## config.mk

```make
export PLATFORM = sky130hd
export DESIGN_NAME = multicycle_control_unit
export DESIGN_NICKNAME = d
export VERILOG_FILES = /design/src/rtl/multicycle_control_unit.sv
export SDC_FILE = /design/constraint.sdc
export NUM_CORES = 1
export LEC_CHECK = 0
export CAP_MARGIN = 20
export CORE_UTILIZATION = 48
export CTS_CLUSTER_DIAMETER = 200
export DETAILED_ROUTE_END_ITERATION = 10
export GPL_ROUTABILITY_DRIVEN = 0
export GPL_TIMING_DRIVEN = 0
export MAX_ROUTING_LAYER = met4
export PLACE_DENSITY = 0.81
export SLEW_MARGIN = 20
export SYNTH_ARGS = -nofsm -noshare
export SYNTH_HDL_FRONTEND = slang
export SYNTH_SLANG_ARGS = --single-unit
export TNS_END_PERCENT = 100
```

## constraint.sdc

```tcl
create_clock -name clk -period 3.51 [get_ports clk]
set_input_delay 0.702 -clock clk [delete_from_list [all_inputs] [get_ports clk]]
set_output_delay 0.702 -clock clk [all_outputs]
set_load 0.02 [all_outputs]
```

## src/rtl/multicycle_control_unit.sv

```systemverilog
// Multi-cycle control unit for the 16-bit CPU: sequences FETCH/DECODE/EXEC/MEM/WB,
// drives datapath enables per state, handshakes data memory with a timeout, flags illegal encodings.
module multicycle_control_unit #(
  parameter int OPCODE_W    = 4,
  parameter int FUNCT_W     = 4,
  parameter int ALU_OP_W    = 4,
  parameter int MEM_TIMEOUT = 16
) (
  input  logic                clk,
  input  logic                rst_n,
  input  logic                instr_valid,
  input  logic [OPCODE_W-1:0] opcode,
  input  logic [FUNCT_W-1:0]  funct,
  input  logic                mem_ready,
  input  logic                zero,
  output logic                ir_write,
  output logic                pc_write,
  output logic [1:0]          pc_src,
  output logic [ALU_OP_W-1:0] alu_op,
  output logic                alu_src,
  output logic                mem_read,
  output logic                mem_write,
  output logic                mem_to_reg,
  output logic                reg_write,
  output logic                branch_taken,
  output logic                illegal_op,
  output logic                mem_fault,
  output logic [2:0]          state
);

  typedef enum logic [2:0] {
    S_FETCH  = 3'd0,
    S_DECODE = 3'd1,
    S_EXEC   = 3'd2,
    S_MEM    = 3'd3,
    S_WB     = 3'd4
  } state_e;

  localparam logic [1:0] PC_NEXT   = 2'd0;
  localparam logic [1:0] PC_BRANCH = 2'd1;
  localparam logic [1:0] PC_JUMP   = 2'd2;

  localparam logic [OPCODE_W-1:0] OP_RTYPE = OPCODE_W'(0);
  localparam logic [OPCODE_W-1:0] OP_LOAD  = OPCODE_W'(1);
  localparam logic [OPCODE_W-1:0] OP_STORE = OPCODE_W'(2);
  localparam logic [OPCODE_W-1:0] OP_ADDI  = OPCODE_W'(3);
  localparam logic [OPCODE_W-1:0] OP_BEQ   = OPCODE_W'(4);
  localparam logic [OPCODE_W-1:0] OP_BNE   = OPCODE_W'(5);
  localparam logic [OPCODE_W-1:0] OP_JUMP  = OPCODE_W'(6);
  localparam logic [FUNCT_W-1:0]  FN_MAX   = FUNCT_W'(3);

  // The wait counter only ever has to reach MEM_TIMEOUT-1; with the timeout disabled it just wraps.
  localparam int CNT_W = (MEM_TIMEOUT < 2) ? 1 : $clog2(MEM_TIMEOUT);
  localparam logic [CNT_W-1:0] WAIT_LAST = (MEM_TIMEOUT == 0) ? '0 : CNT_W'(MEM_TIMEOUT - 1);

  state_e              r_state;
  state_e              w_state_nxt;
  logic [OPCODE_W-1:0] r_op;
  logic [FUNCT_W-1:0]  r_fn;
  logic [CNT_W-1:0]    r_wait;
  logic [CNT_W-1:0]    w_wait_nxt;

  logic                w_is_load;
  logic                w_is_store;
  logic                w_is_branch;
  logic                w_uses_imm;
  logic                w_illegal;
  logic                w_taken;
  logic                w_timeout;
  logic [ALU_OP_W-1:0] w_alu_op;

  assign w_is_load   = (r_op == OP_LOAD);
  assign w_is_store  = (r_op == OP_STORE);
  assign w_is_branch = (r_op == OP_BEQ) || (r_op == OP_BNE);
  assign w_uses_imm  = w_is_load || w_is_store || (r_op == OP_ADDI);
  assign w_illegal   = (r_op > OP_JUMP) || ((r_op == OP_RTYPE) && (r_fn > FN_MAX));
  assign w_taken     = (r_op == OP_BEQ) ? zero : !zero;
  assign w_timeout   = (MEM_TIMEOUT != 0) && (r_wait == WAIT_LAST);
  assign w_alu_op    = (r_op == OP_RTYPE) ? ALU_OP_W'(r_fn)
                     : (w_is_branch ? ALU_OP_W'(1) : '0);

  assign state = r_state;

  always_comb begin
    // NOTE: every signal written here gets a default first so no path can infer a latch.
    w_state_nxt  = r_state;
    w_wait_nxt   = r_wait;
    ir_write     = 1'b0;
    pc_write     = 1'b0;
    pc_src       = PC_NEXT;
    alu_op       = '0;
    alu_src      = 1'b0;
    mem_read     = 1'b0;
    mem_write    = 1'b0;
    mem_to_reg   = 1'b0;
    reg_write    = 1'b0;
    branch_taken = 1'b0;
    illegal_op   = 1'b0;
    mem_fault    = 1'b0;

    unique case (r_state)
      S_FETCH: begin
        // Gated by rst_n so the IR load enable is quiet while reset is held.
        ir_write = instr_valid && rst_n;
        if (instr_valid) w_state_nxt = S_DECODE;
      end

      S_DECODE: begin
        if (w_illegal) begin
          illegal_op  = 1'b1;
          pc_write    = 1'b1;
          w_state_nxt = S_FETCH;
        end else if (r_op == OP_JUMP) begin
          pc_write    = 1'b1;
          pc_src      = PC_JUMP;
          w_state_nxt = S_FETCH;
        end else begin
          w_state_nxt = S_EXEC;
        end
      end

      S_EXEC: begin
        alu_op  = w_alu_op;
        alu_src = w_uses_imm;
        if (w_is_branch) begin
          pc_write     = 1'b1;
          pc_src       = w_taken ? PC_BRANCH : PC_NEXT;
          branch_taken = w_taken;
          w_state_nxt  = S_FETCH;
        end else if (w_is_load || w_is_store) begin
          w_wait_nxt  = '0;
          w_state_nxt = S_MEM;
        end else begin
          w_state_nxt = S_WB;
        end
      end

      S_MEM: begin
        alu_src   = 1'b1;
        mem_read  = w_is_load;
        mem_write = w_is_store;
        // A ready on the timeout cycle still completes the access normally.
        if (mem_ready) begin
          if (w_is_load) begin
            w_state_nxt = S_WB;
          end else begin
            pc_write    = 1'b1;
            w_state_nxt = S_FETCH;
          end
        end else if (w_timeout) begin
          mem_fault   = 1'b1;
          pc_write    = 1'b1;
          w_state_nxt = S_FETCH;
        end else begin
          w_wait_nxt = r_wait + CNT_W'(1);
        end
      end

      S_WB: begin
        reg_write   = 1'b1;
        pc_write    = 1'b1;
        mem_to_reg  = w_is_load;
        alu_op      = w_alu_op;
        alu_src     = w_uses_imm;
        w_state_nxt = S_FETCH;
      end

      default: w_state_nxt = S_FETCH;
    endcase
  end

  always_ff @(posedge clk or negedge rst_n) begin
    if (!rst_n) begin
      r_state <= S_FETCH;
      r_op    <= '0;
      r_fn    <= '0;
      r_wait  <= '0;
    end else begin
      // NOTE: non-blocking assignments keep every register updating from pre-edge values.
      r_state <= w_state_nxt;
      r_wait  <= w_wait_nxt;
      if (ir_write) begin
        r_op <= opcode;
        r_fn <= funct;
      end
    end
  end

endmodule
```

# After elaboration in Yosys (flattened, before gate mapping)
# Cells that the tools add are included.
word_totals:
  ff_bits: 15
  elab_cells: 79
classes:
  add_sub_neg: 1
  n_lt_le_gt_ge: 2
  eq_ne: 17
  n_mux: 42
  n_reduce_logical: 13
ops:
  columns: ["operator", "n"]
  rows:
  - ["2-to-1 mux 4 bit", 6]
  - ["2-to-1 mux 1 bit", 21]
  - ["2-to-1 mux 3 bit", 6]
  - ["equality test 4 x 3 -> 1 bit, second input constant", 3]
  - ["case mux 3 bit (4 select lines)", 1]
  - ["!= test 2 bit, second input constant", 5]
  - ["equality test 4 x 2 -> 1 bit, second input constant", 2]
  - ["2-to-1 mux 2 bit", 4]
  - ["case mux 4 bit (2 select lines)", 1]
  - ["equality test 3 x 2 -> 1 bit, second input constant", 2]
  - ["AND reduction 5 bit", 1]
  - ["adder 4 x 1 -> 4 bit, second input constant", 1]
  - ["equality test 4 x 1 -> 1 bit, second input constant", 1]
  - ["equality test 4 bit, second input constant", 1]
  - ["greater-than comparator 4 x 2 -> 1 bit, second input constant", 1]
  - ["greater-than comparator 4 x 3 -> 1 bit, second input constant", 1]
  - ["zero test 4 bit", 1]
  - ["logical OR 1 bit", 4]
  - ["case mux 1 bit (4 select lines)", 1]
  - ["case mux 2 bit (2 select lines)", 1]
  - ["equality test 3 x 1 -> 1 bit, second input constant", 1]
  - ["equality test 3 bit, second input constant", 1]
  - ["zero test 3 bit", 1]
  - ["!= test 3 bit, second input constant", 1]
  - ["6 further kinds", 7]

# Longest topological paths before layout
logic_depth:
  ltp_word: 5
  depth_mapped: 5

# Least setup slack after synthesis
# No wires, ideal clock.
synth_timing:
  path_type: "register to output"
  start: "reg r_state[0] (netlist: state[0])"
  end: "out pc_src[1]"
  arrival_time_ns: 1.653
  required_time_ns: 2.808
  setup_slack_ns: 1.155
  stages_incl_launch_ff: 4
  n_path_buf: 1
  cell_sequence: "dfrtp_1 -> buf_4 -> or3b_1 -> nor4_1"
synth_between:
  elab_chain_len: 2
  word_cells_on_any_way: 3
synth_lines:
  columns: ["item", "line", "rtl"]
  rows:
  - ["start: declaration", "56", "state_e r_state;"]
  - ["start signal: assignment", "180", "r_state <= w_state_nxt;"]
  - ["equality test 3 x 2 -> 1 bit / equality test 3 x 1 -> 1 bit (equally long branches)", "101", "unique case (r_state)"]
  - ["case mux 2 bit (2 select lines) (*)", "101", null]
  - ["end: declaration", "18", "output logic [1:0] pc_src,"]
# Every way passes the cells marked *; elsewhere a longest branch is shown, timed or not.

# Final worst setup path
layout_timing:
  start: "in rst_n"
  end: "out ir_write"
layout_between:
  elab_chain_len: 2
layout_lines:
  columns: ["item", "line", "rtl"]
  rows:
  - ["start: declaration", "10", "input logic rst_n,"]
  - ["logical AND 1 bit", "104", "ir_write = instr_valid && rst_n;"]
  - ["2-to-1 mux 1 bit", "101", null]
  - ["end: declaration", "16", "output logic ir_write,"]
# Every way passes these cells.

==> flow_metrics.py <==
metrics = {
    "grt": {
        "gr-total-overflow": 0,
        "grt_usage_pct": 23.6,
        "first_global_vias": 813,
        "grt_max_degree": 17,
        "grt_pass1_wl_mm": 3.50,
        "antenna_found_initial": 0,
    },
    "synth": {
        "synth_edf_count": 0,
        "post_synthesis_register_bit_count": 15,
        "async_flop_share_pct": 100,
        "synthDistinctLibCells": 40,
        "most_used_dff_post_synth": "sky130_fd_sc_hd__dfrtp_1",
        "post_synth.cell_area_avg_um2": 9.92,
        "mappedNetlistArea_um2": 962,
        "synthesis.yosys.warnings": 0,
        "syn_nets": 111,
        "ys_seq_area_share_pct": 39.0,
        "netlist_instances": 97,
    },
    "final_layout": {
        "finished_core_util_pct": 74.0,
        "layout-area-overhead-vs-synth_pct": 38.6,
        "antenna_cells": 0,
        "multi_input_area_um2": 548,
        "finish.net_count": 147,
        "layout.area.seq_um2": 375,
        "fillers": 149,
        "final_design_area_no_fill_um2": 1330,
        "share_of_layout_cells_above_drive_strength_1_pct": 15.2,
        "layout.cells.non_filler": 157,
    },
    "floorplanning": {
        "std_cell_rows": 15,
        "fp.coreArea_um2": 1800,
        "ios": 32,
        "floorplan.initialDensity_pct": 53.4,
        "die_ar_um2": 2190,
        "chipHeight_um": 46.8,
        "die_w_um": 46.8,
    },
    "routing": {
        "drt_first_pass_iters": 4,
        "drt_wl_total_mm": 2.15,
        "drt-initial-drc-count": 25,
        "drt-vias-per-instance": 5.78,
        "drc": 0,
        "routedWlPerCell_um": 13.7,
        "num_vias": 908,
        "route.antenna.remaining_nets": 0,
    },
    "critical_path": {
        "stage_delay_of_the_slowest_cell_on_the_critical_path_ns": 0.62,
        "worstPathCellList": "dlymetal6s2s_1, and3_1, buf_4, clkdlybuf4s50_1",
        "worst-path-buf-inv": 3,
        "timing.reg2reg.setup_slack_ns": 1.96,
        "path_delay_family": "buffers and inverters",
        "cp-end-kind": "output pin",
        "worst-endpoint-arrival_ns": 2.33,
        "worstPathRequired_ns": 2.81,
        "worst_path_max_delay_cell": "sky130_fd_sc_hd__clkdlybuf4s50_1",
        "critPathMaxFanout": 16,
        "criticalPathCategory": "in2out",
        "worstSetupStartpointType": "input port",
    },
    "clock_tree": {
        "cts.htree.levels": 1,
        "total_clock_buffers_created_by_cts": 3,
        "clk_pin_slew_ns": 0.10,
        "clock_insertion_delay_worst_skew_ns": 0.29,
        "cts_num_sinks": 15,
        "post_cts_hold_buffer_count": 0,
        "tritoncts": "built",
        "clockRootBuffer": "sky130_fd_sc_hd__clkbuf_4",
        "max-clock-path-buffers": 2,
    },
    "timing": {
        "worst-slew-pin-transition_ns": 0.743,
        "hold_viol": 0,
        "timing_max_transition_violations_final": 0,
        "max-slew-margin-rel_pct": 50.4,
        "rsz0062_at_grt": "false",
        "final_critical_path_setup_slack_ns": 0.479,
        "fin_crit_sh_pct": 86.4,
        "fin_tns_setup_ns": 0,
        "setup-violations-final": 0,
        "fin_hold_ws_ns": 0.456,
        "timing.fmax_mhz": 330,
        "final.min_clock_period_ns": 3.03,
        "finalClockSkew_ns": 0.00214,
    },
    "power": {
        "irDropWorstVdd_mv": 0.486,
        "p_leak_nw": 0.572,
        "power_density_nw_per_um2": 704,
        "total_power_uw": 939,
    },
    "place": {
        "count_of_placed_standard_cells_including_taps": 153,
        "place_hpwl_mm": 1.62,
        "dpl-instance-area_um2": 1300,
        "place_worst_setup_slack_ns": 0.0641,
        "port_buffer_cells": 31,
    },
    "job": {
        "cap_viol_max_count": 0,
    },
    "run_status": {
        "status": "complete, no violations",
    },
    "min_path": {
        "hp-class": "in2async",
    },
}
placed cells by master, fill, tap and decap left out, types with 2 or more instances in the layout:
| cell | instances |
|---|---|
| sky130_fd_sc_hd__mux2_1 | 8 |
| sky130_fd_sc_hd__clkdlybuf4s50_1 | 30 |
| sky130_fd_sc_hd__dfrtp_1 | 15 |
| sky130_fd_sc_hd__a21o_1 | 2 |
| sky130_fd_sc_hd__nor4_1 | 2 |
| sky130_fd_sc_hd__and3_1 | 4 |
| sky130_fd_sc_hd__nor2_1 | 6 |
| sky130_fd_sc_hd__o21ai_1 | 2 |
| sky130_fd_sc_hd__buf_4 | 2 |
| sky130_fd_sc_hd__nand2b_1 | 4 |
| sky130_fd_sc_hd__nand3_1 | 6 |
| sky130_fd_sc_hd__clkbuf_4 | 3 |
| sky130_fd_sc_hd__or3b_1 | 2 |
| sky130_fd_sc_hd__o211ai_1 | 3 |
| sky130_fd_sc_hd__o21ai_0 | 2 |
| sky130_fd_sc_hd__nand2_1 | 5 |
| sky130_fd_sc_hd__and2_1 | 4 |
| sky130_fd_sc_hd__nor3_1 | 2 |
| sky130_fd_sc_hd__xor2_1 | 2 |
| sky130_fd_sc_hd__buf_2 | 4 |
flip-flops by register name, summed over array words and instances, names as in the netlist:
name,flops
r_wait,4
state,3
r_op,4
r_fn,4
cells in the mapped netlist (2+ instances only):
| cell type | number | area, um2 |
|---|---|---|
| sky130_fd_sc_hd__xor2_1 | 2 | 17.5 |
| sky130_fd_sc_hd__o211ai_1 | 3 | 22.5 |
| sky130_fd_sc_hd__nand3_1 | 6 | 30.0 |
| sky130_fd_sc_hd__nand2b_1 | 4 | 25.0 |
| sky130_fd_sc_hd__nor3_1 | 2 | 10.0 |
| sky130_fd_sc_hd__nor2_1 | 6 | 22.5 |
| sky130_fd_sc_hd__dfrtp_1 | 15 | 375 |
| sky130_fd_sc_hd__buf_2 | 4 | 20.0 |
| sky130_fd_sc_hd__and2_1 | 4 | 25.0 |
| sky130_fd_sc_hd__a21o_1 | 2 | 15.0 |
| sky130_fd_sc_hd__mux2_1 | 8 | 90.1 |
| sky130_fd_sc_hd__or3b_1 | 2 | 17.5 |
| sky130_fd_sc_hd__buf_4 | 2 | 15.0 |
| sky130_fd_sc_hd__nor4_1 | 2 | 12.5 |
| sky130_fd_sc_hd__nand2_1 | 5 | 18.8 |
| sky130_fd_sc_hd__o21ai_1 | 2 | 10.0 |
| sky130_fd_sc_hd__and3_1 | 4 | 25.0 |
| sky130_fd_sc_hd__o21ai_0 | 2 | 10.0 |
layer usage:
layer / global-route usage, % / vias up / part of all wire [%]
li1: - / 425 / -
met1: 28.7 / 440 / 44
met2: 38.3 / 39 / 49
met3: 6.54 / 4 / 5.9
met4: 6.29 / 0 / 1.0
met5: - / - / 0
cell type report:
cell class	instances	area share, %
clock buffer	3	1.69
multi-input combinational	75	41.1
inverter	1	0.281
clock inverter	1	0.375
sequential	15	28.1
timing repair buffer	31	23.5
tap	25	2.35
buffer	6	2.63
logic make-up after synthesis:
| kind of cell | count (synthesis) | share of synthesized area [%] |
|---|---|---|
| XOR/XNOR | 2 | 1.82 |
| flip-flops | 15 | 39.0 |
| adder cells (fa/ha/maj) | 1 | 1.30 |
| multiplexers | 9 | 10.5 |
| AND/OR/NAND/NOR | 47 | 31.2 |
| buffers and inverters | 7 | 4.03 |
| AO/OA/AOI/OAI | 16 | 12.1 |
worst paths after layout:
path | from | to | cells after the start
max | rst_n | ir_write | 4
min | rst_n | r_op[0] | 1
max reg2reg | state[0] | r_op[3] | 5
min reg2reg | r_fn[1] | r_fn[1] | 1
max in group asynchronous | rst_n | r_wait[2] | 1
min in group clk | r_fn[1] | r_fn[1] | 1
repair_timing:
| action | 4_1_cts | 5_1_grt |
|---|---|---|
| endpoints found under the setup margin | 0 | 1 |
| setup buffers | 0 | 0 |
| resized for setup | 0 | 1 |
power breakdown:
| group | switching (mW) | total (mW) | internal (mW) |
|---|---|---|---|
| Combinational | 0.276 | 0.533 | 0.257 |
| Clock | 0.0598 | 0.102 | 0.0424 |
| Sequential | 0.0581 | 0.304 | 0.246 |
| Total | 0.394 | 0.939 | 0.546 |
Note: power is estimated with default switching activity, not from simulation.
